<file path="src/rtl/exmem_wb_stage.sv">
// Execute/memory -> write-back pipeline register: drives the register-file write port and the
// registered forwarding flags. Optional performance counters are built when WB_PERF_CNT_EN is defined.
module exmem_wb_stage #(
    parameter int DATA_W  = 64,
    parameter int RADDR_W = 5
) (
    input  logic               clk,
    input  logic               reset,
    input  logic [0:DATA_W-1]  exmem_alu_out,
    input  logic [0:DATA_W-1]  dmem_dout,
    input  logic [RADDR_W-1:0] exmem_rD,
    input  logic [2:0]         exmem_ppp,
    input  logic               exmem_wrEn,
    input  logic               exmem_valid,
    input  logic               exmem_rD_data_select,
    input  logic               exmem_stall,
    input  logic [RADDR_W-1:0] idex_rA,
    input  logic [RADDR_W-1:0] idex_rB,
    output logic [0:DATA_W-1]  WB_data,
    output logic [RADDR_W-1:0] WB_rD,
    output logic [2:0]         WB_ppp,
    output logic               WB_wrEn,
    output logic               forward_rA,
    output logic               forward_rB
`ifdef WB_PERF_CNT_EN
    ,
    output logic [31:0]        retired_cnt,
    output logic [31:0]        bubble_cnt
`endif
);

    logic               capture;
    logic               commit;
    logic [0:DATA_W-1]  data_next;
    logic [0:DATA_W-1]  data_reg;
    logic [RADDR_W-1:0] rd_reg;
    logic [2:0]         ppp_reg;
    logic               wren_reg;
    logic [1:0]         fwd_next;
    logic [1:0]         fwd_reg;
    logic [RADDR_W-1:0] src_addr [2];

    assign capture   = !exmem_stall;
    assign commit    = capture && exmem_valid && exmem_wrEn;
    assign data_next = exmem_rD_data_select ? dmem_dout : exmem_alu_out;

    assign src_addr[0] = idex_rA;
    assign src_addr[1] = idex_rB;

    // One match comparator per execute-stage source operand.
    generate
        for (genvar gi = 0; gi < 2; gi++) begin : g_fwd
            assign fwd_next[gi] = commit && (exmem_rD == src_addr[gi]);
        end
    endgenerate

    // A stall holds everything except the strobe, which drops so the last write is not repeated;
    // the held forward flags keep the stalled instruction seeing the same merged value.
    always_ff @(posedge clk) begin
        if (reset) begin
            data_reg <= '0;
            rd_reg   <= '0;
            ppp_reg  <= 3'b000;
            wren_reg <= 1'b0;
            fwd_reg  <= 2'b00;
        end else if (capture) begin
            data_reg <= data_next;
            rd_reg   <= exmem_rD;
            ppp_reg  <= exmem_ppp;
            wren_reg <= commit;
            fwd_reg  <= fwd_next;
        end else begin
            wren_reg <= 1'b0;
        end
    end

    assign WB_data    = data_reg;
    assign WB_rD      = rd_reg;
    assign WB_ppp     = ppp_reg;
    assign WB_wrEn    = wren_reg;
    assign forward_rA = fwd_reg[0];
    assign forward_rB = fwd_reg[1];

`ifdef WB_PERF_CNT_EN
    logic [31:0] retired_reg;
    logic [31:0] bubble_reg;

    always_ff @(posedge clk) begin
        if (reset) begin
            retired_reg <= '0;
            bubble_reg  <= '0;
        end else begin
            if (capture && exmem_valid)
                retired_reg <= retired_reg + 32'd1;
            if (exmem_stall || !exmem_valid)
                bubble_reg <= bubble_reg + 32'd1;
        end
    end

    assign retired_cnt = retired_reg;
    assign bubble_cnt  = bubble_reg;
`endif

endmodule
</file>
<file path="config.mk">
export PLATFORM = sky130hd
export DESIGN_NAME = exmem_wb_stage
export DESIGN_NICKNAME = d
export VERILOG_FILES = /design/src/rtl/exmem_wb_stage.sv
export SDC_FILE = /design/constraint.sdc
export NUM_CORES = 1
export LEC_CHECK = 0
export CAP_MARGIN = 25
export CORE_MARGIN = 8
export CORE_UTILIZATION = 38
export CTS_CLUSTER_DIAMETER = 100
export CTS_CLUSTER_SIZE = 30
export DETAILED_ROUTE_END_ITERATION = 10
export PLACE_DENSITY = 0.79
export SETUP_SLACK_MARGIN = 0.4
export SKIP_LAST_GASP = 1
export SLEW_MARGIN = 40
export SYNTH_ARGS = -nofsm -noshare
export SYNTH_HDL_FRONTEND = slang
export SYNTH_SLANG_ARGS = --single-unit
</file>
<file path="constraint.sdc">
create_clock -name clk -period 1.52 [get_ports clk]
set_input_delay 0.304 -clock clk [delete_from_list [all_inputs] [get_ports clk]]
set_output_delay 0.304 -clock clk [all_outputs]
set_load 0.02 [all_outputs]
</file>
# Word level (Yosys, flattened, before mapping)
# Index checks and enable logic that the tools add are counted.
word_totals:
  out_inout_bits: 75
  word_cells: 14
  ff_bits: 75
classes:
  mux: 1
  n_eq_ne: 2
  n_reduce_logical: 6
op_table:
  columns: ["operator", "count"]
  rows:
  - ["two-way mux 64 bit", 1]
  - ["equality test 5 bit", 2]
  - ["logical AND 1 bit", 4]
  - ["OR reduction 2 bit", 1]
  - ["zero test 1 bit", 1]

# Longest topological paths before layout
# Gate-level depths: netlist (run 1).
depth:
  ltp_word: 4
  depth_mapped: 5
  ltp_nobuf: 3

# Worst setup path before layout (run 1)
# OpenSTA, ideal clock, no wires.
synth_timing:
  path_kind: "in2reg"
  start: "in exmem_rD_data_select"
  end: "reg data_reg (netlist bit WB_data[10])"
  path_stages: 5
  setup_slack_ps: 324
  setup_ps: 128
  arrival_ps: 1068
  path_cell_list: "buf_6 > buf_12 > mux2_4 > mux2i_1 > nor2_1"
synth_via:
  elab_chain_cells: 1
synth_rtl:
  columns: ["item", "line", "source"]
  rows:
  - ["start, declared", "15", "input logic exmem_rD_data_select,"]
  - ["two-way mux 64 bit", "45", "assign data_next = exmem_rD_data_select ? dmem_dout : exmem_alu_out;"]
  - ["end signal, assigned", "67", "data_reg <= data_next;"]
  - ["end, declared", "35", "logic [0:DATA_W-1] data_reg;"]
# No other way between the ends.
# A chain may end at the register's enable or synchronous reset.

# Final worst setup path (run 1)
layout_timing:
  start: "reg data_reg (netlist bit WB_data[1])"
  end: "out WB_data[1] (netlist name)"
layout_rtl:
  columns: ["item", "line", "source"]
  rows:
  - ["end, declared", "19", "output logic [0:DATA_W-1] WB_data,"]
# No word-level cell between the ends.

==> results of run 1 <==
-- logic make-up after synthesis --
| logic type | Yosys count |
|---|---|
| compound gates | 2 |
| xor+xnor | 10 |
| buf+inv | 23 |
| flops | 75 |
| mux | 136 |
| simple gates | 80 |
-- per-layer routing --
layer | GRT usage | up-vias
met4 | 0.0622 | 0
li1 | - | 1570
met5 | 0 | -
met1 | 0.175 | 1487
met3 | 0.0667 | 17
met2 | 0.304 | 138
-- power by group --
group / switching [mW] / internal [mW] / total (mW) / leakage (nW)
combinational: 0.552 / 0.953 / 1.51 / 2.27
clock: 0.701 / 0.772 / 1.47 / 0.0997
sequential: 0.0923 / 2.12 / 2.21 / 0.646
total: 1.35 / 3.85 / 5.19 / 3.02
-- layout by cell type, fill, tap and decap left out, drive strengths merged, types with 4 or more instances in the layout --
cell and instances:
buf 94, clkbuf 16, clkdlybuf4s50 148, dfxtp 75
mux2 64, mux2i 72, nand2 4, nor2 72
xnor2 10
-- synthesized netlist by cell type, drive strengths merged --
cell	number	share of area
xnor2	10	0.023
clkbuf	8	0.0079
nand4	2	0.0033
nand2	4	0.0039
mux2	64	0.25
dfxtp	75	0.39
buf	15	0.050
o21ai	2	0.0026
mux2i	72	0.19
and4bb	1	0.0033
nor2b	1	0.0016
nor2	72	0.071
-- what timing repair did --
item	4_1_cts	5_1_grt
buffers inserted	5	3
gates cloned	0	1
endpoints found under the setup margin	75	75
resized for setup	524	3
pin swaps	0	0
-- metrics by stage --
step                      hold slack (ps)  setup WS, ps  std cells  utilization  power, mW
after global routing                  405           359        695        0.678       5.44
after CTS                             396           378        691        0.672       5.22
after floorplan                       448           373        326            -       2.93
after global placement                436           138        670        0.629       3.63
after detailed placement              448          79.8        670        0.629       3.66
final                                 410           398        695        0.678       5.19
-- area by class of cell --
class	count	area [um2]	area share
Multi-Input combinational cell	228	2080	0.316
Sequential cell	75	1600	0.242
Timing Repair Buffer	243	2560	0.388
Clock buffer	15	186	0.0283
Tap cell	133	166	0.0252
Clock inverter	1	5.00	0.000759
-- path summary, 6_finish.rpt --
path / endpoint / slack (ps) / cells after the start
worst max register to register: WB_data[43]$_SDFFE_PP0N_ / 600 / 4
worst min-delay path: WB_wrEn$_SDFF_PP0_ / 410 / 2
worst min register to register: fwd_reg[0]$_SDFFE_PP0N_ / 480 / 2
worst max-delay path: WB_data[1] / 400 / 1
==> results list, run 1 <==
- In this run, synthesis produced a sequential element count of 75.
* Final critical-path share of the clock period: 0.738
* Cell at the slowest stage of the critical path: dfxtp_2
- Library cells used by synthesis: 16
- After synthesis, the largest family of logic cells by area is multiplexers.
- In this run the cell area measured after placement is 6120 um2.
- In this run the most critical hold path is launched from reset.
- Number of endpoints with negative hold slack in the final report: 0
* Slew Viols, Final: 0
- TritonCTS built the clock tree.
* Simple logic cell fraction of the synthesized area: 0.0833
- The share of the synthesized area in compound gates (AO/OA/AOI/OAI) is 0.00263.
- Count of input and output buffers: 226
- Number of vias after detailed routing: about 3.2k
- Number of sinks handled by clock tree synthesis: between 70 and 80
- Total length of routed met2 wires: 6200 um
- DP HPWL: just over 9000 um
* Layout Nets: 709
* Global router's overall resource usage: 0.170
- Launch point of the worst path: WB_data[1]$_SDFFE_PP0N_
- Crit path launch type: register
- In this run, post-CTS hold repair placed 0 buffers.
* Sequential fraction of the synthesis area: 0.395
- Max Clock Freq: 0.891 GHz
- After synthesis the cells add up to 3800 um2.
* Slew HR: 0.777
* Crit Reg-Reg Startpoint: WB_data[43]$_SDFFE_PP0N_
* CTS H-Tree Depth: 3
- Among cell families on the critical path, the largest total delay comes from flip-flops.
- Routed WL: 12100 um
- Clock latency reported for the late side of the worst-skew pair: 340 ps
- After detailed routing, the wire length on met1 is 4580 um.
* Crit path time final: 1120 ps
- The path class of the tightest hold or removal check is in2reg.
* Antenna cells: 0
* Syn Area/Cell: 11.7 um2
- The flow ran to the end, and the final reports show no timing, DRC or antenna violations.
- Clock-pin slew was measured on the worst setup and hold paths at 70 ps.
- The number of global-route vias before repair was 3420.
- Detail Route Antenna Nets: 0
* Placer Congestion: 0.820
- Routed wire length on met3: 1100 um
- Pre-Repair DR Iteration Count: 6
- Area Growth Syn to Fin: 73.5%
- For this block, the initial DRC count from the detailed router was 114.
- The clock passes through at most 2 buffers.
- Sum of overflow across all layers after global routing: 0
* Initial standard-cell utilization of the core: 0.391
- Highest routed metal layer: met4
- Yosys printed 0 warnings.
- Ordered list of cells on the worst path: buf_6
* Drt drc: 0
- Leakage power: 3.02 nW
* Slowest Stage Delay on Critical Path: about 360 ps
* Data required time at the worst endpoint: roughly 1200 ps
- First-pass GRT wire length: ~18000 um
- Number of instances in the synthesized netlist: approximately 330
- The number of nets in the synthesized netlist is 478.
- The tool flagged a number of max-cap violations equal to 0.
- At the worst endpoint, the arrival time is 820 ps.
* Adder-Cell Fraction of Synth Area: 0
- Setup violations remaining at the end of the flow were counted as 0.
- Die area: 13500 um2
- Ratio of total power to cell area: 787 nW/um2
- Share of cells above drive strength 1: 0.443
- Maximum number of pins on one net before global-route repair: 43
- The layout has 748 filler cells.
- Setup repair after global routing could not meet its margin everywhere.
* Number of buffers and inverters on the critical path: 1
* Die outline height: 116 um
- Of the total synthesized cell area, the portion taken by XOR and XNOR cells is 0.0230.
- Clock tree synthesis inserted a total of 9 buffers.
- Final routed wire length divided by cell count: roughly 17 um
- After routing, the total negative slack on setup checks comes to 0 ps.
* Worst-Margin Slew: 335 ps
* Portion of netlist area occupied by mux cells: 0.438
* Max VDD drop: 374 uV
* Number of flip-flops in the largest register: 64
* Classification of the worst setup path: reg2out
- For the final database, setup skew stands at 0 ps.
- Using the TritonRoute via totals, the vias-per-cell ratio works out to 4.62.
* Overall die width: 116 um
* Placeable core region: 9730 um2
- Final Instance Area: roughly 6600 um2
- The tree is rooted in a clkbuf_8.
- Number of placement rows: 36
* Crit. End Element: primary output
* Largest fanout on the critical path: 2
- Antenna violations before repair: 0
- I/O pin total: around 230
No activity file was read; power rests on OpenSTA's default activity.
==> run 2: changes to the inputs <==
- clock period: 1.52 -> 1.07 ns (I/O delays scaled with it)
==> results list, run 2 (synthesis gave the netlist of run 1 again) <==
- The clock-pin slew on the worst setup and hold paths was 80 ps (was 70 ps).
- Slew Viols, Final: 0 (unchanged)
- Number of endpoints with negative hold slack in the final report: 0 (unchanged)
- The sum of net half-perimeters after detailed placement is 9690 um (was 9350 um).
* Antenna violations before repair: 2 (was 0)
* Leakage power: 3.44 nW (was 3.02 nW)
- Layout Nets: 733 (was 709)
* Die outline height: 116 um (unchanged)
- The total wirelength of the detailed-routed design is 13800 um (was 12100 um).
- Critical hold path startpoint: exmem_rD[3] (was reset)
- The worst min-delay path class is in2reg (unchanged).
- Ratio of total power to cell area: 1070 nW/um2 (was 787 nW/um2)
- Reported net switching power: 2.00 mW (was 1.35 mW)
* Detail Route Antenna Nets: 0 (unchanged)
- The number of levels in the clock H-tree was 3 (unchanged).
- The sequential cell fraction of total power came to 0.425 (was 0.426).
- Hold-fix buffers, CTS: 0 (unchanged)
- The total area of multi-input combinational cells was 2120 um2 (was 2080 um2).
- Final Instance Area: 6930 um2 (was 6600 um2)
- Number of global-route vias before repair: 3791 (was 3420)
* Maximum number of pins on one net before global-route repair: 30 (was 43)
* Setup Total Neg Slack: 0 ps (unchanged)
- Sum of overflow across all layers after global routing: 0 (unchanged)
- Final clock skew: 0 ps (unchanged)
- The switching share of power is 0.271 (was 0.259).
- Share of cells above drive strength 1: 0.482 (was 0.443)
* CTS tree: done (unchanged)
- Cell-internal power: 5.39 mW (was 3.85 mW)
- The die outline area is 13500 um2 (unchanged).
* CP Data Arrival Time: 810 ps (was 820 ps)
- Number of instances in the placed design: 681 (was 670)
- Largest fanout on the critical path: 2 (unchanged)
- The actual slew at the worst max-slew pin was 197 ps (was 335 ps).
* Number of sinks handled by clock tree synthesis: 75 (unchanged)
- Of the available clock period, the critical path in the final layout requires 0.961.
- Core utilization of the finished layout: 0.712 (was 0.678)
- Data required time at the worst endpoint: 860 ps (was 1220 ps)
- The count of non-filler cells in the finished layout was 720 (was 695).
- Proportion of power drawn by combinational gates: 0.302 (was 0.290)
* Maxcap violations: 0 (unchanged)
* # setup viols final: 0 (unchanged)
- The type of element launching the critical path is a register (unchanged).
* Crit. End Element: primary output (unchanged)
- The number of DRC markers in iteration 0 is 68 (was 114).
- The remaining max-slew budget at the tightest pin was 0.865 (was 0.777).
* CTS Buf Count: 9 (unchanged)
- The number of vias in the routed layout came to 3385 (was 3212).
- The number of cells on the worst hold path was 4 (was 2).
* Area Growth Syn to Fin: 82.2% (was 73.5%)
- Crit path time final: ~1000 ps
- Family of cells with the greatest summed delay on the critical path: flip-flops (unchanged)
- Ordered list of cells on the worst path: buf_6 (unchanged).
- Global router's overall resource usage: 0.198 (was 0.170)
- Slowest Stage Delay on Critical Path: 350 ps (was 360 ps)
- The area of the core came to 9730 um2 (unchanged).
- Commonest non-fill, non-tap cells in the layout: 134 x dlygate4sd2_1, 82 x buf_6, 75 x dfxtp_2 (was 148 x clkdlybuf4s50_1, 75 x dfxtp_2, 75 x buf_6).
* Drt drc: 0 (unchanged)
* Count of input and output buffers: 226 (unchanged)
- The buffer type at the clock tree root was clkbuf_8 (unchanged).
* Cell at the slowest stage of the critical path: dfxtp_2 (unchanged)
* Classification of the worst setup path: reg2out (unchanged)
- Via/cell ratio: 4.70 (was 4.62)
- The worst setup path startpoint is WB_rD[0]$_SDFFE_PP0N_ (was WB_data[1]$_SDFFE_PP0N_).
- Leading cell type in the layout, fill and taps excluded: dlygate4sd2_1 (was clkdlybuf4s50_1)
* Filler cell count: 742 (was 748)
- Result of the run: finished, final reports clean (unchanged).
- The worst ir drop on vdd came to 643 uV (was 374 uV).
* Clock Power Share: 0.272 (was 0.284)
- Placer Congestion: 0.798 (was 0.820)
- The number of buffer and inverter stages on the critical path came to 1 (unchanged).
* Sequential cell area: 1600 um2 (unchanged)
- The total stage count of the critical path came to 1 (unchanged).
* Clock latency reported for the late side of the worst-skew pair: 340 ps (about the same)
- The number of detailed-route iterations in the first pass was 4 (was 6).
- The worst reg-to-reg path cell count came to 4 (unchanged).
- The placement row count was 36 (unchanged).
* Placed cell area: 6230 um2 (was 6120 um2)
- The first-pass GRT wire length came to 20300 um (was 17600 um).
- Final routed wire length divided by cell count: 19.2 um (was 17.4 um)
* Number of flip-flops in the largest register: 64 (unchanged)
* Max Clock Freq: 0.973 GHz
* Setup repair after global routing missed its margin: true (unchanged)
- The initial cell density of the core was 0.391 (unchanged).
- Overall die width: 116 um (unchanged)
* Crit Reg-Reg Startpoint: WB_data[41]$_SDFFE_PP0N_ (was WB_data[43]$_SDFFE_PP0N_)
- Longest Clk Path Bufs: 2 (unchanged)
- Final Power: 7.40 mW (was 5.19 mW)
- I/O pin total: 227 (unchanged)
run 2: cell types whose count changed in the layout (fill, tap and decap cells not counted), sizes merged, moves of 2 or more:
cell and delta:
buf +24, clkdlybuf4s50 -139, dlygate4sd2 +134, clkdlybuf4s15 +2, diode +2
run 2: what timing repair did:
action                     4_1_cts  5_1_grt
cloned                          10        0
setup endpoints to repair      146      143
pin swaps                       72       62
gates resized for setup        691       17
setup buffers                    8        4
run 2: power groups by stage:
stage / Clock, mW / Combinational [mW] / Sequential [mW]
finish: 2.02 / 2.24 / 3.15
global route: 2.18 / 2.37 / 3.17
CTS: 2.08 / 2.22 / 3.14
detailed placement: 0 / 2.13 / 3.13
global placement: 0 / 2.09 / 3.12
floorplan: 0 / 0.828 / 3.35
run 2: area by class of cell:
type / count / area share
diodes: 2 / 0.000723
clock buffers: 13 / 0.0244
clock inverters: 2 / 0.00145
multi-input cells: 228 / 0.306
flip-flops and latches: 75 / 0.230
well taps: 133 / 0.0240
repair buffers: 267 / 0.413
run 2: stage by stage:
stage	setup slack, ps	hold WS [ps]
after floorplan	12.8	358
after global placement	-189	440
after detailed placement	-248	482
after CTS	22.1	243
after global routing	2.55	275
final	42.2	252
run 2: final timing paths:
| path | endpoint | slack (ps) |
|---|---|---|
| setup / recovery | WB_rD[0] | 40 |
| hold / removal | fwd_reg[1]$_SDFFE_PP0N_ | 250 |
| setup reg to reg | WB_data[41]$_SDFFE_PP0N_ | 190 |
| hold reg to reg | fwd_reg[1]$_SDFFE_PP0N_ | 470 |
run 2: routing by layer:
metal / vias to the layer above / global-route usage / part of all wire
li1: 1626 / - / -
met1: 1594 / 0.186 / 0.34
met2: 145 / 0.378 / 0.54
met3: 20 / 0.0771 / 0.092
met4: 0 / 0.0717 / 0.021
met5: - / 0 / 0
==> run 3: changes to the inputs <==
- GPL_TIMING_DRIVEN: default -> 0
==> results list, run 3 (synthesis gave the netlist of run 1 again) <==
- Result of the run: finished, final reports clean (unchanged)
* Ordered list of cells on the worst path: buf_6 (unchanged)
- I/O pin total: 227 (unchanged)
* Placeable core region: 9730 um2 (unchanged)
- The number of DRC markers in iteration 0 was 81 (was 68).
- Data required time at the worst endpoint: 860 ps (about the same)
- Number of endpoints with negative hold slack in the final report: 0 (unchanged)
* CTS H-Tree Depth: 3 (unchanged)
- The kind of cell adding the most delay to the critical path is flip-flops (unchanged).
- The setup slack of the most critical reg-to-reg path is 260 ps (was 190 ps).
- The highest attainable clock frequency is 0.965 GHz (was 0.973 GHz).
- Maximum number of pins on one net before global-route repair: 12 (was 30)
- Largest fanout on the critical path: 2 (unchanged)
- Die outline height: 116 um (unchanged)
- The remaining max-slew budget at the tightest pin was 0.880 (was 0.865).
* Overall die width: 116 um (unchanged)
* Capturing element of the worst setup path: WB_data[0] (was WB_rD[0])
- The number of inserted filler cells in the final layout came to 746 (was 742).
- The total length of routed met2 wires was 7000 um (was 7490 um).
* Antenna violations before repair: 0 (was 2)
- Routed WL: 13200 um (was 13800 um)
- Crit Reg-Reg Startpoint: WB_data[30]$_SDFFE_PP0N_ (was WB_data[41]$_SDFFE_PP0N_)
* Number of flip-flops in the largest register: 64 (unchanged)
- Total number of cells along the worst setup path: 1 (unchanged)
- CTS Buf Count: 9 (unchanged)
* Classification of the worst setup path: reg2out (unchanged)
* Crit. End Element: primary output (unchanged)
- The mean number of vias per cell is 4.66 (was 4.70).
- The worst reg-to-reg path cell count is 4 (unchanged).
- Capturing point of the worst reg2reg path: WB_data[30]$_SDFFE_PP0N_ (was WB_data[41]$_SDFFE_PP0N_)
- The met3 wire length is 1220 um (was 1270 um).
- The number of buffer and inverter stages on the critical path came to 1 (unchanged).
- The number of slew-limit violations in the final report was 0 (unchanged).
* Layout Nets: 738 (was 733)
- Share of cells above drive strength 1: 0.475 (was 0.482)
* Pre-Repair DR Iteration Count: 4 (unchanged)
- Slowest Stage Delay on Critical Path: 360 ps (was 350 ps)
- Leakage power: 3.49 nW (was 3.44 nW)
- The number of global-route vias before repair is 3906 (was 3791).
- Longest Clk Path Bufs: 2 (unchanged)
* Placer Congestion: 0.789 (was 0.798)
* First-pass GRT wire length: 19800 um (was 20300 um)
- Maxcap violations: 0 (unchanged)
* Setup Total Neg Slack: 0 ps (unchanged)
* Length of routed wiring on met1: 4800 um (was 4760 um)
* Final routed wire length divided by cell count: 18.2 um (was 19.2 um)
* Class of the most critical hold timing path: in2reg (unchanged)
* Number of placement rows: 36 (unchanged)
- The worst-case hold slack came to 247 ps (was 252 ps).
- The summed area of non-filler cells in the final layout was 7050 um2 (was 6930 um2).
- The worst ir drop on vdd came to 582 uV (was 643 uV).
* Worst-Margin Slew: 175 ps (was 197 ps)
- Hold-fix buffers, CTS: 0 (unchanged)
- Sum of overflow across all layers after global routing: 0 (unchanged)
- The die outline area is 13500 um2 (unchanged).
- Number of vias after detailed routing: 3381 (was 3385)
* Ratio of total power to cell area: 1060 nW/um2 (was 1070 nW/um2)
- Final clock skew: 0 ps (unchanged)
- Clk pin slew, worst setup/hold paths: 70 ps (was 80 ps)
- The cell at the slowest stage of the critical path is dfxtp_2 (unchanged).
- Placed cell area: 6260 um2 (was 6230 um2)
- Area Growth Syn to Fin: 85.5% (was 82.2%)
- Core utilization of the finished layout: 0.725 (was 0.712)
- The worst setup path startpoint was WB_data[0]$_SDFFE_PP0N_ (was WB_rD[0]$_SDFFE_PP0N_).
- The number of clock sinks was 75 (unchanged).
* DP HPWL: 9800 um (was 9690 um)
* Clock latency reported for the late side of the worst-skew pair: 330 ps (was 340 ps)
* CP Data Arrival Time: 820 ps (was 810 ps)
- The ratio of final minimum period to clock period is 0.969 (was 0.961).
* Crit path time final: 1040 ps (was 1030 ps)
* Leading cell type in the layout, fill and taps excluded: dlygate4sd2_1 (unchanged)
* Root buffer cell: clkbuf_8 (unchanged)
- Global router's overall resource usage: 0.192 (was 0.198)
- Detail Route Antenna Nets: 0 (unchanged)
- Initial standard-cell utilization of the core: 0.391 (unchanged)
* # setup viols final: 0 (unchanged)
- Count of input and output buffers: 225 (was 226)
- The post-route DRC violation count was 0 (unchanged).
* CTS tree: done (unchanged)
- Commonest non-fill, non-tap cells in the layout: 132 x dlygate4sd2_1, 84 x buf_6, 75 x dfxtp_2 (was 134 x dlygate4sd2_1, 82 x buf_6, 75 x dfxtp_2)
- Setup repair after global routing missed its margin: true (unchanged)
- The type of element launching the critical path was a register (unchanged).
- Highest routed metal layer: met4 (unchanged)
run 3: area by class of cell:
| cell class | count | area [um2] | share of cell area |
|---|---|---|---|
| Clock inverter | 1 | 5.00 | 0.000710 |
| Multi-Input combinational cell | 228 | 2100 | 0.298 |
| Sequential cell | 75 | 1600 | 0.226 |
| Antenna cell | 1 | 2.50 | 0.000355 |
| Timing Repair Buffer | 249 | 2640 | 0.374 |
| Buffer | 23 | 355 | 0.0504 |
| Clock buffer | 15 | 186 | 0.0264 |
| Tap cell | 133 | 166 | 0.0236 |
run 3: timing repair:
action / CTS / global route
buffers inserted: 8 / 4
pin swaps: 74 / 63
cloned: 12 / 0
endpoints found under the setup margin: 150 / 147
resized for setup: 722 / 11
run 3: worst min path at each step:
stage | from | endpoint | slack, ps | cells after the start
floorplan | exmem_ppp[0] | WB_ppp[0]$_SDFFE_PP0N_ | 360 | 2
global placement | fwd_reg[1]$_SDFFE_PP0N_ | fwd_reg[1]$_SDFFE_PP0N_ | 440 | 2
detailed placement | fwd_reg[0]$_SDFFE_PP0N_ | fwd_reg[0]$_SDFFE_PP0N_ | 440 | 2
CTS | exmem_stall | WB_wrEn$_SDFF_PP0_ | 250 | 2
global route | reset | WB_ppp[2]$_SDFFE_PP0N_ | 230 | 3
finish | exmem_rD[4] | WB_rD[4]$_SDFFE_PP0N_ | 250 | 3
run 3: tightest hold or removal path, delay by kind of cell:
kind | cells | cell delay (ps)
buffers and inverters | 1 | 140
muxes | 1 | 90
and+or+nand+nor | 1 | 100
run 3: per-stage QoR:
stage	setup slack (ps)	total power, mW	std cells
global placement	-745	5.22	684
floorplan	12.8	4.18	326
finish	33.6	7.49	725
global route	6.67	7.84	724
detailed placement	-749	5.26	684
CTS	9.10	7.53	720
run 3: per-layer routing:
metal	track usage	vias to the layer above
li1	-	1641
met1	0.185	1585
met2	0.363	139
met3	0.0730	16
met4	0.0674	0
met5	0	-
run 3: report_power, final:
group / switching (mW) / internal (mW)
clock: 0.982 / 1.10
sequential: 0.134 / 3.01
combinational: 0.862 / 1.40
